<file path="config.mk">
export PLATFORM = sky130hd
export DESIGN_NAME = priority_irq_encoder
export DESIGN_NICKNAME = d
export VERILOG_FILES = /design/src/rtl/priority_irq_encoder.sv
export SDC_FILE = /design/constraint.sdc
export NUM_CORES = 1
export LEC_CHECK = 0
export CAP_MARGIN = 20
export CORE_MARGIN = 2
export CORE_UTILIZATION = 41
export CTS_CLUSTER_SIZE = 10
export DETAILED_ROUTE_END_ITERATION = 8
export PLACE_DENSITY = 0.77
export SLEW_MARGIN = 10
export SYNTH_ARGS = -nofsm -noshare
export SYNTH_HDL_FRONTEND = slang
export SYNTH_SLANG_ARGS = --single-unit
</file>
<file path="constraint.sdc">
create_clock -name clk -period 2.2 [get_ports clk]
set_clock_uncertainty 0.1 [all_clocks]
set_input_delay 0.44 -clock clk [delete_from_list [all_inputs] [get_ports clk]]
set_output_delay 0.44 -clock clk [all_outputs]
set_load 0.005 [all_outputs]
</file>
<file path="src/rtl/priority_irq_encoder.sv">
// priority_irq_encoder: sticky active-low request capture, masked priority grant with valid/ack handshake (PRIO_ROTATE_EN selects round-robin)
module priority_irq_encoder #(
   parameter  int N = 8,
   localparam int W = $clog2(N)
) (
   input  logic         clk,
   input  logic         rst,
   input  logic         en_in_n,
   input  logic [N-1:0] req_n,
   input  logic [N-1:0] mask,
   input  logic         ack,
   output logic [W-1:0] y,
   output logic         valid,
   output logic         gs,
   output logic         en_out
);
   typedef enum logic {IDLE, GRANT} state_t;
   state_t state, state_nxt;
   logic [N-1:0] pending, cand, clr;
   logic [W-1:0] win;
   logic go, done;
   assign cand   = pending & ~mask;
   assign go     = (state == IDLE) && !en_in_n && |cand;
   assign done   = (state == GRANT) && !en_in_n && ack;
   assign clr    = done ? N'(1) << y : '0;
   assign valid  = (state == GRANT) && !en_in_n;
   assign gs     = !en_in_n && |cand;
   assign en_out = !en_in_n && !(|cand);
`ifdef PRIO_ROTATE_EN
   logic [W-1:0] ptr;
   // round-robin: scan downward from ptr with wrap; the entry closest to ptr is assigned last and wins
   always_comb begin
      win = '0;
      for (int i = N - 1; i >= 0; i--)
         if (cand[(int'(ptr) - i + N) % N]) win = W'((int'(ptr) - i + N) % N);
   end
   // rotation pointer moves just below the line that was acknowledged; aborts leave it alone
   always_ff @(posedge clk or posedge rst)
      if (rst) ptr <= W'(N - 1);
      else if (done) ptr <= (y == '0) ? W'(N - 1) : y - 1'b1;
`else
   // fixed priority: highest set candidate index wins
   always_comb begin
      win = '0;
      for (int i = 0; i < N; i++)
         if (cand[i]) win = W'(i);
   end
`endif
   // next state: grant when enabled with a candidate; leave GRANT on ack or on disable (abort)
   always_comb begin
      state_nxt = state;
      state_nxt = (state == IDLE) ? (go ? GRANT : IDLE) : ((en_in_n || ack) ? IDLE : GRANT);
   end
   // state, sticky pending capture (new request beats ack clear) and registered grant index
   always_ff @(posedge clk or posedge rst)
      if (rst) begin
         state   <= IDLE;
         pending <= '0;
         y       <= '0;
      end else begin
         state   <= state_nxt;
         pending <= (pending & ~clr) | ~req_n;
         y       <= go ? win : y;
      end
endmodule

</file>
Word level (Yosys, flattened, before mapping)
Cells that the tools add are included.
Widths: inputs -> output; s select.
- output and inout port bits: 6
- register bits: 12
- input bits: 20
- muxes and demuxes: 11
- bitwise operators: 7
- reduce and logical (&&, ||, !) cells: 10
- shifts and indexed selects: 1
- operators with widths (kind ; count):
    $not 8->8 ; 3
    $and 8x8->8 ; 2
    $mux 3 ; 4
    $mux 8 ; 1
    $or 8x8->8 ; 1
    $reduce_or 8->1 ; 1
    $shl 1x3->8 const A ; 1
    $logic_and 1x1->1 ; 6
    $mux 1 ; 4
    $mux 2 ; 2
    $logic_not 1->1 ; 2
    $logic_or 1x1->1 ; 1
    $not 1->1 ; 1

Longest topological paths before layout
Gate-level depths: netlist of run 1.
- word-level depth: 9
- depth in mapped cells: 4
- depth with buffers taken out: 4

Worst setup path before layout of run 1
OpenSTA, ideal clock, no wires.
- path kind: input to output
- from: input mask[7]
- to: output en_out
- arrival time: 1.181 ns
- stages on the path: 4
- data required time: 1.660 ns
- path slack: 0.479 ns
- cell sequence: nand2b_4 -> nand4_4 -> nor4_1 -> nor2b_1
- word-level cells in the longest chain between the ends: 5
- ends and longest elaborated chain (item ; RTL line ; text):
    from (decl) ; 10 ; input logic [N-1:0] mask,
    $not 8->8 ; 22 ; assign cand = pending & ~mask;
    $and 8x8->8 ; 22 ;
    $reduce_or 8->1 ; 28 ; assign en_out = !en_in_n && !(|cand);
    $logic_not 1->1 ; 28 ;
    $logic_and 1x1->1 ; 28 ;
    to (decl) ; 15 ; output logic en_out
No other way between the ends.

Worst setup path after layout of run 1
- from: input en_in_n
- to: output valid
- word-level cells in the longest chain between the ends: 2
- ends and longest elaborated chain (item ; RTL line ; text):
    from (decl) ; 8 ; input logic en_in_n,
    $logic_not 1->1 ; 26 ; assign valid = (state == GRANT) && !en_in_n;
    $logic_and 1x1->1 ; 26 ;
    to (decl) ; 13 ; output logic valid,
No other way between the ends.

==> metrics.md, run 1 <==
| Metric | Value |
|---|---|
| Achievable Freq | `468.1 MHz` |
| Latest clock arrival within the worst-skew pair | `0.28 ns` |
| R2r worst-path depth | `6` |
| RSZ-0062 raised after global routing | `false` |
| Worst path bufs/invs | `2` |
| Boundary Pins | `26` |
| Post-DR wirelength/cell | `12.72 um` |
| Worst min-delay path class | `input pin to asynchronous set/reset pin` |
| Dpl ws | `-0.5630 ns` |
| Most used cell, CP | `clkdlybuf4s50_1` |
| CORE AREA | `0.001489 sq mm` |
| Register area share after synthesis | `0.4651` |
| Syn avg cell area | `10.41 sq um` |
| Worst rel slew slack | `0.6898` |
| Root buffer cell | `clkbuf_4` |
| Routed Antenna Nets | `0` |
| Final Max Slew Viols | `0` |
| Leak | `0.4744 nW` |
| H-tree lvl count | `1` |
| GRT overflow | `0` |
| Slew @ Worst Pin | `0.4648 ns` |
| Port Buffers | `25` |
| Area Overhead vs Synth | `62.02%` |
| Maxcap violations | `0` |
| Reg-to-reg slack, setup | `0.25 ns` |
| Async SR Flop Fraction | `1.000` |
| Fill cells | `116` |
| Clk slew on worst S/H paths | `0.08 ns` |
| CP Capture Type | `primary output` |
| # diodes | `0` |
| PwrDens | `543.4 mW/mm^2` |
| Starting density of the core | `0.4336` |
| Die H | `43.68 um` |
| Total die area | `0.001908 sq mm` |
| Final Hold Viols | `0` |
| Top FF cell, synth | `dfrtp_1` |
| CP Class | `input pin to primary output` |
| Row count | `14` |
| 1st-iter DRT viols | `5` |
| Syn_nets | `82` |
| Library cells used by synthesis | `21` |
| Reg2reg start | `pending[7]` |
| Synth top area cells | `dfrtp_1, nand2b_4, nand2_1, o21ai_0, o41ai_4` |
| CP required | `1.66 ns` |
| Layout cells sized above 1 | `0.2600` |
| Largest driver fanout on the critical path | `4` |
| Crit path DAT | `1.60 ns` |
| Peak VDD IR | `0.0003610 V` |
| Slowest library cell on the worst path | `clkdlybuf4s50_1` |
| Vias per cell | `5.026` |
| PnR worst setup slack | `0.06383 ns` |
| Drt first pass iters | `6` |
| Clock Path Buffers | `2` |
| DP Wirelength | `1174 um` |
| Post-Syn Area | `645.6 sq um` |
| Delay-heaviest family, CP | `buffers and inverters` |
| Final setup vio count | `0` |
| GRT Util Overall | `0.1843` |
| Num CTS Buffers | `3` |
| CP peak stage delay | `0.52 ns` |
| Die Span X | `43.68 um` |
| Vias in the first global route | `573` |
| EDFF count, synth | `0` |
| Post-route DRC violation count | `0` |
| Worst r2r dst | `y[2]` |
| Antenna violations before repair | `0` |
| Seq cells post-synth | `12` |
| Top cell type's share of synthesized area | `0.4651` |
| Synth warn | `0` |
| CP startpoint | `en_in_n` |
| CP Depth | `3` |
| Via count | `583` |
| Status | `complete, no violations` |
| Largest net degree at the start of global routing | `13` |
| WL final | `1475 um` |
| Cell Chain, Critical Path | `clkdlybuf4s50_1 -> nor2b_1 -> clkdlybuf4s50_1` |
| Worst setup path end | `valid` |
| First-pass GRT wire length | `2477 um` |
| RePlAce Congestion | `0.7435` |
| Gate Count Post-Synth | `62` |
| Dominant cell type by area after synthesis | `dfrtp_1` |
| Min cycle time layout | `2.136 ns` |
| Final worst-path cycle share | `0.9710` |
| Fin Hold WS | `0.3662 ns` |
| CTS tree | `built` |
| Worst setup SP type | `input pin` |
| Total Nets Final | `121` |
| # clock sinks | `12` |
## worst min path at each step
stage,cells after the start,startpoint,to,slack (ns)
after floorplan,1,rst,pending[0],0.20
after global placement,2,pending[0],pending[0],0.38
after detailed placement,2,pending[0],pending[0],0.38
after CTS,2,rst,pending[6],0.39
after global routing,2,rst,pending[3],0.42
final,2,rst,pending[7],0.37
## placed cells by master (no fill, tap or decap), drive strengths merged
cell type	count
clkdlybuf4s50	19
nand2	12
dfrtp	12
buf	10
o21ai	8
nand2b	6
clkbuf	5
inv	4
nor2b	4
dlymetal6s2s	4
nor2	2
mux2	2
o31ai	2
nand4	1
o41ai	1
nand3	1
nand3b	1
nor4	1
a2bb2oi	1
or2b	1
o211ai	1
a31oi	1
mux2i	1
## registers in the layout, indices dropped and copies added, names as in the netlist
register  flops
y             3
pending       8
state         1
## power by group
part	leakage [nW]	switching [W]	internal, W
logic	0.340	0.0000521	0.0000867
registers	0.113	0.0000176	0.000234
clock network	0.0210	0.0000777	0.000101
total	0.474	0.000147	0.000421
## layer usage
metal / vias up / routed length (um) / GRT usage
met1: 271 / 642 / 0.2340
met4: 0 / 15 / 0.05455
met5: - / 0 / 0
met3: 2 / 102 / 0.07500
li1: 291 / - / -
met2: 19 / 715 / 0.2882
## cells by family after synthesis
group	synth area share
AOI/OAI and AO/OA	0.1628
buffers and inverters	0.02325
DFF	0.4651
muxes	0.05039
and+or+nand+nor	0.2984
## area by class of cell
class | count | area, sq um | share of cell area
Multi-Input combinational cell | 46 | 356.6 | 0.3409
Timing Repair Buffer | 34 | 317.8 | 0.3038
Sequential cell | 12 | 300.3 | 0.2871
Clock buffer | 4 | 36.28 | 0.03469
Tap cell | 16 | 20.02 | 0.01914
Inverter | 4 | 15.01 | 0.01435
## Yosys cell counts, drive strengths merged (2+ instances only)
library cell / n
mux2: 2
nor2: 2
o31ai: 2
nor2b: 4
inv: 4
o21ai: 8
nand2b: 6
nand2: 12
dfrtp: 12
## metrics by stage
| stage | instance area (sq um) | total power (W) | utilization | cells | TNS (ns) |
|---|---|---|---|---|---|
| after CTS | 1033 | 0.0005807 | 0.6941 | 115 | 0 |
| after detailed placement | 975.9 | 0.0003925 | 0.6555 | 111 | -1.222 |
| final | 1046 | 0.0005684 | 0.7025 | 116 | 0 |
| after global placement | 975.9 | 0.0003903 | 0.6555 | 111 | -1.205 |
| after global routing | 1046 | 0.0006079 | 0.7025 | 116 | 0 |
| after floorplan | 645.6 | 0.0003093 | - | 62 | 0 |
## what timing repair did
action	CTS	global route
hold buffers	0	0
gates resized for setup	10	5
buffers inserted	0	1
pin swaps	2	3
endpoints found under the setup margin	2	2
Power figures use the tool's default switching activity.
==> run 2: changes to the inputs <==
- GPL_ROUTABILITY_DRIVEN: default -> 0
==> results of run 2 <==
Final layout, timing and power as in run 1 (identical DEF).
==> run 3: changes to the inputs <==
- MAX_ROUTING_LAYER: default -> met4
- SKIP_LAST_GASP: default -> 1
==> run 3 against run 2 <==
Count of clock-buffer cells in the layout did not move. Clock power barely moved. Maximum frequency did not move. Final cell count did not move. Core utilization did not move. Die area did not move. Largest cell class unchanged. Highest routed layer unchanged. Global-route usage rose by 0.58 points. Sequential share of layout area did not move. Critical endpoint unchanged.
==> metrics.md, run 3 (synthesis results as in run 1) <==
| Metric | Value |
|---|---|
| Status | `complete, no violations` |
| Leak | `0.4744 nW (unchanged)` |
| Final core utilization | `0.7025 (unchanged)` |
| Total Nets Final | `121 (unchanged)` |
| Latest clock arrival within the worst-skew pair | `0.28 ns (about the same)` |
| Largest net degree at the start of global routing | `13 (unchanged)` |
| # clock sinks | `12 (unchanged)` |
| H-tree lvl count | `1 (unchanged)` |
| Antenna violations before repair | `0 (unchanged)` |
| PwrDens | `543.1 mW/mm^2 (about the same)` |
| Most common cell after layout, fill and taps aside | `clkdlybuf4s50_1` |
| Worst rel slew slack | `0.6898 (about the same)` |
| CP Capture Type | `primary output` |
| Port Buffers | `25 (unchanged)` |
| Slew @ Worst Pin | `0.4648 ns (+0.00002098 ns)` |
| WL final | `1475 um (unchanged)` |
| Num CTS Buffers | `3 (unchanged)` |
| Fill cells | `116 (unchanged)` |
| Area Overhead vs Synth | `62.02% (unchanged)` |
| Starting density of the core | `0.4336 (unchanged)` |
| Final setup vio count | `0 (unchanged)` |
| First-pass GRT wire length | `2484 um (+0.28%)` |
| Worst setup SP type | `input pin` |
| Boundary Pins | `26 (unchanged)` |
| Root buffer cell | `clkbuf_4` |
| Clock Path Buffers | `2 (unchanged)` |
| Final worst-path cycle share | `0.9710 (unchanged)` |
| # diodes | `0 (unchanged)` |
| Area of the multi-input gates | `356.6 sq um (unchanged)` |
| Drt first pass iters | `6 (unchanged)` |
| Row count | `14 (unchanged)` |
| RSZ-0062 raised after global routing | `false` |
| Routed Antenna Nets | `0 (unchanged)` |
| Die H | `43.68 um (unchanged)` |
| Most flops, register | `pending` |
| Largest register FFs | `8 (unchanged)` |
| GRT overflow | `0 (unchanged)` |
| Post-DR wirelength/cell | `12.72 um (unchanged)` |
| Worst min-delay path class | `input pin to asynchronous set/reset pin` |
| Placed Area | `975.9 sq um (unchanged)` |
| Layout cells sized above 1 | `0.2600 (unchanged)` |
| GRT Util Overall | `0.1900 (+0.005753)` |
| CP required | `1.66 ns (about the same)` |
| CORE AREA | `0.001489 sq mm (unchanged)` |
| Min cycle time layout | `2.136 ns (unchanged)` |
| Achievable Freq | `468.1 MHz (unchanged)` |
| Final Max Slew Viols | `0 (unchanged)` |
| Via count | `583 (unchanged)` |
| Largest driver fanout on the critical path | `4 (unchanged)` |
| Peak VDD IR | `0.0003610 V (about the same)` |
| CTS tree | `built` |
| Crit path DAT | `1.60 ns (about the same)` |
| Final Hold Viols | `0 (unchanged)` |
| Clk slew on worst S/H paths | `0.08 ns (about the same)` |
| Final Cell Area | `0.001046 sq mm (unchanged)` |
| 1st-iter DRT viols | `5 (unchanged)` |
| CP Class | `input pin to primary output` |
| Die Span X | `43.68 um (unchanged)` |
| Total die area | `0.001908 sq mm (unchanged)` |
| Reg area | `300.3 sq um (unchanged)` |
| Post-route DRC violation count | `0 (unchanged)` |
| Largest registers | `pending: 8 flops, y: 3 flops, state: 1 flops` |
| Vias in the first global route | `573 (unchanged)` |
| DP Wirelength | `1174 um (unchanged)` |
| Vias per cell | `5.026 (unchanged)` |
| Most frequent cells in the layout | `clkdlybuf4s50_1, nand2_1, dfrtp_1` |
| Maxcap violations | `0 (unchanged)` |
-- run 3: area by class of cell --
cell class | instances | share of cell area
Multi-Input combinational cell | 46 | 0.3409
Timing Repair Buffer | 34 | 0.3038
Sequential cell | 12 | 0.2871
Inverter | 4 | 0.01435
Clock buffer | 4 | 0.03469
Tap cell | 16 | 0.01914
-- run 3: stage by stage --
stage	total power (W)	std cells	TNS (ns)	worst slack [ns]	hold WS, ns
6_report	0.0005680	116	0	0.06383	0.3671
2_1_floorplan	0.0003093	62	0	0.4789	0.2047
5_1_grt	0.0006079	116	0	0.002684	0.4192
3_3_place_gp	0.0003903	111	-1.205	-0.5299	0.3771
4_1_cts	0.0005807	115	0	0.0007861	0.3872
3_5_place_dp	0.0003925	111	-1.222	-0.5630	0.3834
-- run 3: worst paths after layout --
kind	startpoint	end	slack, ns	cells past startpoint
min in group clk	pending[0]	pending[0]	0.40	2
worst max-delay path	en_in_n	valid	0.06	3
worst min register to register	pending[0]	pending[0]	0.40	2
worst min-delay path	rst	pending[7]	0.37	2
worst max register to register	pending[7]	y[2]	0.25	6
max in group asynchronous	rst	y[2]	1.31	2
-- run 3: per-layer routing --
metal | wire length [um] | vias up | global-route usage
met1 | 642 | 271 | 0.2340
met4 | 15 | 0 | 0.05455
li1 | - | 291 | -
met3 | 102 | 2 | 0.07500
met2 | 715 | 19 | 0.2882
met5 | 0 | - | -
-- run 3: timing repair --
action,in CTS,in global routing
pin swaps,2,3
hold endpoints to repair,0,0
setup buffers,0,1
hold buffers,0,0
cloned,0,0
gates resized for setup,10,5
endpoints found under the setup margin,2,2
-- run 3: worst max-delay path: stages --
cell and delay, ns:
clkdlybuf4s50_1 0.45, nor2b_1 0.18, clkdlybuf4s50_1 0.52
-- run 3: where the power goes --
group	internal, W	switching [W]	leakage, nW
Sequential	0.000234	0.0000176	0.113
Clock	0.000101	0.0000773	0.0210
Combinational	0.0000867	0.0000521	0.340
Total	0.000421	0.000147	0.474
